### src/rtl/ysyx_220053_ifu_pkg.sv
// Shared definitions for the instruction fetch unit: FSM states, the NOP
// word delivered on a faulting fetch, and default address parameters.
package ysyx_220053_ifu_pkg;

  localparam int unsigned AW_DEF       = 64;
  localparam logic [63:0] RESET_PC_DEF = 64'h0000_0000_8000_0000;
  localparam logic [31:0] NOP          = 32'h0000_0013;

  // REQ: issue fetch, WAIT: response outstanding, OUT: offer (pc, inst),
  // NPC: delivered, waiting for execute to report the next pc.
  typedef enum logic [1:0] {
    ST_REQ  = 2'd0,
    ST_WAIT = 2'd1,
    ST_OUT  = 2'd2,
    ST_NPC  = 2'd3
  } ifu_state_e;

endpackage

### src/rtl/ysyx_220053_ifu_if.sv
// Fetch-unit bus bundle: instruction-memory request/response, the
// (pc, inst) hand-off to execute, and the next-pc / redirect return path.
interface ysyx_220053_ifu_if
  import ysyx_220053_ifu_pkg::*;
#(
  parameter int unsigned AW = AW_DEF
);
  logic          imem_req_v;
  logic          imem_req_rdy;
  logic [AW-1:0] imem_addr;
  logic          imem_rsp_v;
  logic [31:0]   imem_rdata;
  logic          imem_err;
  logic          out_v;
  logic          out_rdy;
  logic [AW-1:0] out_pc;
  logic [31:0]   out_inst;
  logic          out_exc;
  logic          npc_v;
  logic [AW-1:0] npc;
  logic          flush_v;
  logic [AW-1:0] flush_pc;

  // Fetch unit side.
  modport master (
    output imem_req_v, imem_addr, out_v, out_pc, out_inst, out_exc,
    input  imem_req_rdy, imem_rsp_v, imem_rdata, imem_err,
           out_rdy, npc_v, npc, flush_v, flush_pc
  );

  // Memory / execute side.
  modport slave (
    input  imem_req_v, imem_addr, out_v, out_pc, out_inst, out_exc,
    output imem_req_rdy, imem_rsp_v, imem_rdata, imem_err,
           out_rdy, npc_v, npc, flush_v, flush_pc
  );
endinterface

### src/rtl/ysyx_220053_ifu.sv
// Instruction fetch unit. One memory read in flight at most; each fetched
// word is handed to execute, then the unit waits for that instruction's
// next pc. A redirect overrides the pc in any state; a response belonging
// to a request made before the redirect is dropped via the stale flag, and
// no new request is issued until that response has drained.
module ysyx_220053_ifu
  import ysyx_220053_ifu_pkg::*;
#(
  parameter int unsigned   AW       = AW_DEF,
  parameter logic [AW-1:0] RESET_PC = RESET_PC_DEF
) (
  input logic                clk,
  input logic                rst,
  ysyx_220053_ifu_if.master  bus
);

  ifu_state_e    state_q, state_d;
  logic [AW-1:0] pc_q, pc_d;
  logic          stale_q, stale_d;
  logic          run_q;
  logic [AW-1:0] out_pc_q;
  logic [31:0]   out_inst_q;
  logic          out_exc_q;

  logic          req_v;
  logic          req_fire;
  logic          cap;
  logic [31:0]   cap_inst;
  logic          cap_exc;

  // run_q holds the request off until the first clock after reset release.
  assign req_v    = run_q && (state_q == ST_REQ) && !pc_q[1] && !stale_q;
  assign req_fire = req_v && bus.imem_req_rdy;

  assign bus.imem_req_v = req_v;
  assign bus.imem_addr  = pc_q;
  assign bus.out_v      = (state_q == ST_OUT);
  assign bus.out_pc     = out_pc_q;
  assign bus.out_inst   = out_inst_q;
  assign bus.out_exc    = out_exc_q;

  // Next state, next pc, stale tracking and capture of the delivered word.
  always_comb begin
    // NOTE: every output of this block gets a default first, so no path
    // leaves a variable unassigned and no latch is inferred.
    state_d  = state_q;
    pc_d     = pc_q;
    stale_d  = stale_q && !bus.imem_rsp_v;
    cap      = 1'b0;
    cap_inst = NOP;
    cap_exc  = 1'b0;

    if (bus.flush_v) begin
      state_d = ST_REQ;
      pc_d    = bus.flush_pc;
      // A request is (or is about to be) outstanding with no response this
      // cycle: its response must be thrown away when it arrives.
      if ((state_q == ST_WAIT && !bus.imem_rsp_v) || req_fire) begin
        stale_d = 1'b1;
      end
    end else begin
      case (state_q)
        ST_REQ: begin
          if (run_q && pc_q[1]) begin
            cap     = 1'b1;
            cap_exc = 1'b1;
            state_d = ST_OUT;
          end else if (req_fire) begin
            state_d = ST_WAIT;
          end
        end
        ST_WAIT: begin
          if (bus.imem_rsp_v && !stale_q) begin
            cap      = 1'b1;
            cap_exc  = bus.imem_err;
            cap_inst = bus.imem_err ? NOP : bus.imem_rdata;
            state_d  = ST_OUT;
          end else if (bus.imem_rsp_v) begin
            state_d = ST_REQ;
          end
        end
        ST_OUT: begin
          if (bus.out_rdy) begin
            if (bus.npc_v) begin
              pc_d    = bus.npc;
              state_d = ST_REQ;
            end else begin
              state_d = ST_NPC;
            end
          end
        end
        ST_NPC: begin
          if (bus.npc_v) begin
            pc_d    = bus.npc;
            state_d = ST_REQ;
          end
        end
        default: state_d = ST_REQ;
      endcase
    end
  end

  // State, pc and the delivered-instruction holding register.
  always_ff @(posedge clk or negedge rst) begin
    if (!rst) begin
      state_q    <= ST_REQ;
      pc_q       <= RESET_PC;
      stale_q    <= 1'b0;
      run_q      <= 1'b0;
      out_pc_q   <= RESET_PC;
      out_inst_q <= '0;
      out_exc_q  <= 1'b0;
    end else begin
      // NOTE: non-blocking assignments so every register samples the
      // pre-edge value of the others, independent of statement order.
      state_q <= state_d;
      pc_q    <= pc_d;
      stale_q <= stale_d;
      run_q   <= 1'b1;
      if (cap) begin
        out_pc_q   <= pc_q;
        out_inst_q <= cap_inst;
        out_exc_q  <= cap_exc;
      end
    end
  end

endmodule

### src/flat_wrapper.sv
// flat-port wrapper written by rule: the top's interface ports become plain ports
module ysyx_220053_ifu_flat import ysyx_220053_ifu_pkg::*;
#(
  parameter int unsigned   AW       = AW_DEF,
  parameter logic [AW-1:0] RESET_PC = RESET_PC_DEF
)
  (clk, rst, bus_imem_req_v, bus_imem_addr, bus_out_v, bus_out_pc, bus_out_inst, bus_out_exc, bus_imem_req_rdy, bus_imem_rsp_v, bus_imem_rdata, bus_imem_err, bus_out_rdy, bus_npc_v, bus_npc, bus_flush_v, bus_flush_pc);
  ysyx_220053_ifu_if #(.AW(AW)) bus_i ();
  input logic clk;
  input logic rst;
  output wire logic [$bits(bus_i.imem_req_v)-1:0] bus_imem_req_v;
  output wire logic [$bits(bus_i.imem_addr)-1:0] bus_imem_addr;
  output wire logic [$bits(bus_i.out_v)-1:0] bus_out_v;
  output wire logic [$bits(bus_i.out_pc)-1:0] bus_out_pc;
  output wire logic [$bits(bus_i.out_inst)-1:0] bus_out_inst;
  output wire logic [$bits(bus_i.out_exc)-1:0] bus_out_exc;
  input wire logic [$bits(bus_i.imem_req_rdy)-1:0] bus_imem_req_rdy;
  input wire logic [$bits(bus_i.imem_rsp_v)-1:0] bus_imem_rsp_v;
  input wire logic [$bits(bus_i.imem_rdata)-1:0] bus_imem_rdata;
  input wire logic [$bits(bus_i.imem_err)-1:0] bus_imem_err;
  input wire logic [$bits(bus_i.out_rdy)-1:0] bus_out_rdy;
  input wire logic [$bits(bus_i.npc_v)-1:0] bus_npc_v;
  input wire logic [$bits(bus_i.npc)-1:0] bus_npc;
  input wire logic [$bits(bus_i.flush_v)-1:0] bus_flush_v;
  input wire logic [$bits(bus_i.flush_pc)-1:0] bus_flush_pc;
  assign bus_imem_req_v = bus_i.imem_req_v;
  assign bus_imem_addr = bus_i.imem_addr;
  assign bus_out_v = bus_i.out_v;
  assign bus_out_pc = bus_i.out_pc;
  assign bus_out_inst = bus_i.out_inst;
  assign bus_out_exc = bus_i.out_exc;
  assign bus_i.imem_req_rdy = bus_imem_req_rdy;
  assign bus_i.imem_rsp_v = bus_imem_rsp_v;
  assign bus_i.imem_rdata = bus_imem_rdata;
  assign bus_i.imem_err = bus_imem_err;
  assign bus_i.out_rdy = bus_out_rdy;
  assign bus_i.npc_v = bus_npc_v;
  assign bus_i.npc = bus_npc;
  assign bus_i.flush_v = bus_flush_v;
  assign bus_i.flush_pc = bus_flush_pc;
  ysyx_220053_ifu #(.AW(AW), .RESET_PC(RESET_PC)) u_core (.clk(clk), .rst(rst), .bus(bus_i));
endmodule
### config.mk
export PLATFORM = sky130hd
export DESIGN_NAME = ysyx_220053_ifu_flat
export DESIGN_NICKNAME = d
export VERILOG_FILES = /design/src/rtl/ysyx_220053_ifu_pkg.sv /design/src/rtl/ysyx_220053_ifu_if.sv /design/src/rtl/ysyx_220053_ifu.sv /design/src/flat_wrapper.sv
export SDC_FILE = /design/constraint.sdc
export NUM_CORES = 1
export LEC_CHECK = 0
export CAP_MARGIN = 10
export CELL_PAD_IN_SITES_DETAIL_PLACEMENT = 1
export CELL_PAD_IN_SITES_GLOBAL_PLACEMENT = 2
export CORE_MARGIN = 1
export CORE_UTILIZATION = 24
export CTS_CLUSTER_DIAMETER = 30
export DETAILED_ROUTE_END_ITERATION = 6
export HOLD_SLACK_MARGIN = 0.06
export PLACE_DENSITY_LB_ADDON = 0.1
export SLEW_MARGIN = 15
export SYNTH_ARGS = -nofsm -noshare
export SYNTH_HDL_FRONTEND = slang
export SYNTH_SLANG_ARGS = --single-unit
### constraint.sdc
create_clock -name clk -period 1.6 [get_ports clk]
set_input_delay 0.48 -clock clk [delete_from_list [all_inputs] [get_ports clk]]
set_output_delay 0.48 -clock clk [all_outputs]
set_load 0.05 [all_outputs]
Word-level counts from Yosys, hierarchy flattened:

Cells that the tools add are included.

* flip-flop bits (word level): 165
* bits of input ports: 168
* output and inout bits: 163
* word-level logic and storage cells: 56

* eq/ne operators: 7
* muxes and demuxes: 26
* reductions and logical operators: 16

Operator list (count)
* 2-to-1 mux 64 bit: 3
* 2-to-1 mux 32 bit: 4
* case mux 64 bit (2 select lines): 1
* 2-to-1 mux 2 bit: 8
* logical AND 1 bit: 8
* case mux 2 bit (4 select lines): 1
* 2-to-1 mux 1 bit: 7
* == test 2 bit (second input constant): 2
* inequality test 4 x 3 -> 1 bit (second input constant): 1
* inequality test 4 bit (second input constant): 1
* case mux 1 bit (2 select lines): 2
* AND reduction 4 bit: 1
* zero test 1 bit: 3
* inequality test 3 x 1 -> 1 bit (second input constant): 1
* inequality test 3 bit (second input constant): 1
* nonzero test 3 bit: 1
* == test 2 x 1 -> 1 bit (second input constant): 1
* zero test 2 bit: 1
* AND reduction 2 bit: 1
* logical OR 1 bit: 1

Longest topological paths before layout:

* depth in word-level cells: 9
* depth in mapped cells: 6

Least setup slack after synthesis:

No wires, ideal clock.

* path type: register to output
* start: register u_core.pc_q[1], in the netlist u_core.bus.imem_addr[1]
* end: output port bus_imem_req_v
* arrival: 1760 ps
* required time: 1120 ps
* setup slack: -640 ps
* cell stages (with the launch flop): 3
* path buffers: 0
* cell sequence: dfrtp_1 nor4b_1 nor2b_1

* word-level cells in the longest chain between the ends: 3

RTL lines
* from (decl): line ysyx_220053_ifu.sv:18 `logic [AW-1:0] pc_q, pc_d;`
* from (signal assigned): line ysyx_220053_ifu.sv:117 `pc_q <= pc_d;`
* zero test 1 bit: line ysyx_220053_ifu.sv:32 `assign req_v = run_q && (state_q == ST_REQ) && !pc_q[1] && !stale_q;`
* logical AND 1 bit (2 in series): line ysyx_220053_ifu.sv:32
* to (decl): line flat_wrapper.sv:11 `output wire logic [$bits(bus_i.imem_req_v)-1:0] bus_imem_req_v;`

No other way between the ends.

Worst setup path after layout:

* start: register u_core.state_q[0]
* end: output port bus_imem_req_v

* word-level cells in the longest chain between the ends: 4

RTL lines
* from (decl): line ysyx_220053_ifu.sv:17 `ifu_state_e state_q, state_d;`
* from (signal assigned): line ysyx_220053_ifu.sv:116 `state_q <= state_d;`
* zero test 2 bit: line ysyx_220053_ifu.sv:32
* logical AND 1 bit (3 in series): line ysyx_220053_ifu.sv:32

No other way between the ends.

==> results.md <==
- Status: finished with violations
- Failing checks: setup timing
- Mapped Cells: ~440
- Highest Clock Rate: around 0.47 GHz
- Critical Path RT: 1.12 ns
- PD cells: 1570 mW/mm^2
- Initial core utilization: 24.5%
- # Max-Cap Violations: 0
- Period utilization: 132%
- Overall via count from detail_route: 5352
- Pleak: approximately 6.5 nW
- Fin. Hold Viols: 0
- Synthesized flop and latch total: 165
- Post-synthesis sequential area ratio: 58.4%
- Post-synthesis average cell area: about 16 sq um
- Layout Skew: 0.0105 ns
- FF/Latch Area: 0.00414 sq mm
- Syn nets: 612
- Setup TNS Final: -62.02 ns
- Total GRT Usage: 17.7%
- Final setup fails: 165
- Post-route ant nets: 0
- P&R area growth vs syn: 104%
- N_diodes: 0
- Die height: 174 um
- RSZ-0062 raised after global routing: yes
- Final Wtd Congestion: approximately 0.74
- Post-DP HPWL: 17.2 mm
- Routed WL per cell: 21.0 um
- Most frequent cells in the layout: buf_12, clkdlybuf4s50_1, dfrtp_1, mux2_4, mux2_2
- Post-Synth XOR/XNOR Area: 0%
- Residual DRC: 0
- Clk sinks: 165
- CP Class: flip-flop to primary output
- Met3 WL: 1.67 mm
- Yosys top cell by area: dfrtp_1
- DR WL met2: 13.5 mm
- Slew Limit Fails: 0
- WP data arrival: roughly 1.6 ns
- Final #Nets: 1005
- FP Rows: 62
- Total grt overflow: 0
- Largest family of logic cells by synthesized area: multiplexers
- Number of fill cells in the layout: roughly 2700
- Clock transition at the registers of the reported paths: around 0.06 ns
- Largest net degree at the start of global routing: 49
- CP max FO: 2
- Vias per cell: 4.34
- Post-synth cell types: 31
- Metal-1 WL: 10.4 mm
- HP Class: input port to async pin
- Synth warn: 0
- Cts bufs inserted: 17
- Worst VDD drop: between 700 and 800 uV
- H-Tree Depth: 4
- DRT iter0 DRCs: 137
- Synthesized-area fraction occupied by adder cells: 0%
- Finished Core Util: 50.1%
- Post-synthesis compound-gate area fraction: 5.08%
- Critical Path Start Type: flip-flop
- Final WS setup: -0.511 ns
- Share of cells above drive strength 1: between 50% and 60%
- Top-area cell type share of the netlist area: 57.7%
- Clk Latency, worst-skew pair: around 0.43 ns
- Count of input and output buffers: 330
- CTS tree: done
- Most common cell after layout, fill and taps aside: buf_12
- Core area: around 0.029 sq mm
- Max Root-Sink Buffers: 2
- Final Critical Period: ~2.1 ns
- Die footprint: around 0.030 sq mm
- Nature of the critical path endpoint: primary output
- Area occupied by multi-input gates: 0.00321 sq mm
- Ranking of synthesized cells by area: dfrtp_1, mux2_2, mux2_4
- Post-Synth Simple-Gate Area: 1.38%
- Vias in the first global route: ~6300
- Initial antenna violation count: 0
- Die width: 174 um
- Syn Std Cell Area: 0.00707 sq mm
- Top Layer Used: met4
- DRT Pass-1 Iters: 4
- Final WL: 25.9 mm
- Root Buffer Master: clkbuf_16
- First-pass GRT wire length: 40.4 mm
- Multiplexer share of the synthesized area: 32.0%
- IO Pins: around 330
==> routing by layer <==
metal / GRT usage, % / vias to the layer above
met2: 31.0 / 188
met3: 5.55 / 15
li1: - / 2405
met4: 4.53 / 0
met5: 0 / -
met1: 21.0 / 2744
==> report_power, final <==
part	switching (mW)	internal (mW)
combinational	5.64	6.48
clock	1.89	2.05
sequential	1.36	5.29
==> cell type report <==
class	count	share of cell area, %
Clock buffer	19	2.99
Sequential cell	165	28.6
Timing Repair Buffer	402	42.0
Tap cell	384	3.32
Multi-Input combinational cell	248	22.2
Clock inverter	13	0.805
Inverter	3	0.0779
==> path summary, 6_finish.rpt <==
check / from / endpoint / slack [ns] / cells past startpoint
setup / recovery: u_core.state_q[0] / bus_imem_req_v / -0.51 / 4
hold / removal: rst / u_core.bus.out_pc[52] / 0.50 / 2
setup reg to reg: u_core.state_q[0] / u_core.bus.out_pc[48] / -0.51 / 8
hold reg to reg: u_core.bus.out_pc[1] / u_core.bus.out_pc[1] / 0.55 / 1
max in group asynchronous: rst / u_core.bus.out_pc[31] / 0.55 / 3
min in group clk: u_core.bus.out_pc[1] / u_core.bus.out_pc[1] / 0.55 / 1
==> metrics by stage <==
step | worst slack [ns] | cell area (sq um) | std cells | hold slack [ns] | power (mW)
final | -0.511 | 14500 | 1234 | 0.502 | 22.7
after global routing | -0.575 | 14500 | 1234 | 0.506 | 23.6
after CTS | -0.529 | 14600 | 1238 | 0.499 | 23.0
after detailed placement | -0.606 | 12800 | 1159 | 0.349 | 18.2
after global placement | -0.605 | 12800 | 1159 | 0.351 | 18.0
after floorplan | -0.102 | 7300 | 444 | 0.184 | 11.6
==> sequential cells by signal, summed over array words and instances, names as in the netlist <==
signal and count:
u_core.bus.out_pc 64, u_core.bus.out_exc 1, u_core.state_q 2, u_core.stale_q 1
u_core.bus.out_inst 32, u_core.bus.imem_addr 64, u_core.run_q 1
==> critical path, stage by stage (launching register included) <==
cell and delay [ns]:
dfrtp_2 0.42, buf_6 0.13, nor4b_4 0.29, nor2b_4 0.22, buf_12 0.14
==> cells by family after synthesis <==
| kind of cell | Yosys count |
|---|---|
| buf+inv | 32 |
| flops | 165 |
| mux | 191 |
| compound gates | 42 |
| simple gates | 13 |
| other cells | 1 |
==> cells in the mapped netlist <==
library cell    n
nand3b_4        1
a21boi_2        1
clkbuf_1        5
or2_1           1
dfstp_2         2
o22a_1          3
conb_1          1
a31oi_1         1
nor2b_1         3
mux2_4         31
buf_2          13
a211o_1         1
dfrtp_1       163
buf_6          10
mux2_2        160
nor4b_1         1
a21oi_1         1
or3_1           1
inv_1           3
o32ai_1         2
o21ai_0         1
o21a_1          2
buf_4           1
nor4_1          1
a22o_1         29
or4_1           1
a32o_1          1
nand2_1         1
nand3b_2        1
nand3_1         1
nor2_1          1
==> timing repair <==
item	4_1_cts	5_1_grt
pin swaps	32	10
gates resized for setup	109	23
buffers inserted	26	9
hold buffers	1	0
gates cloned	20	0
setup endpoints to repair	161	169
endpoints found under the hold margin	17	0
(Power assumes the default switching activity.)
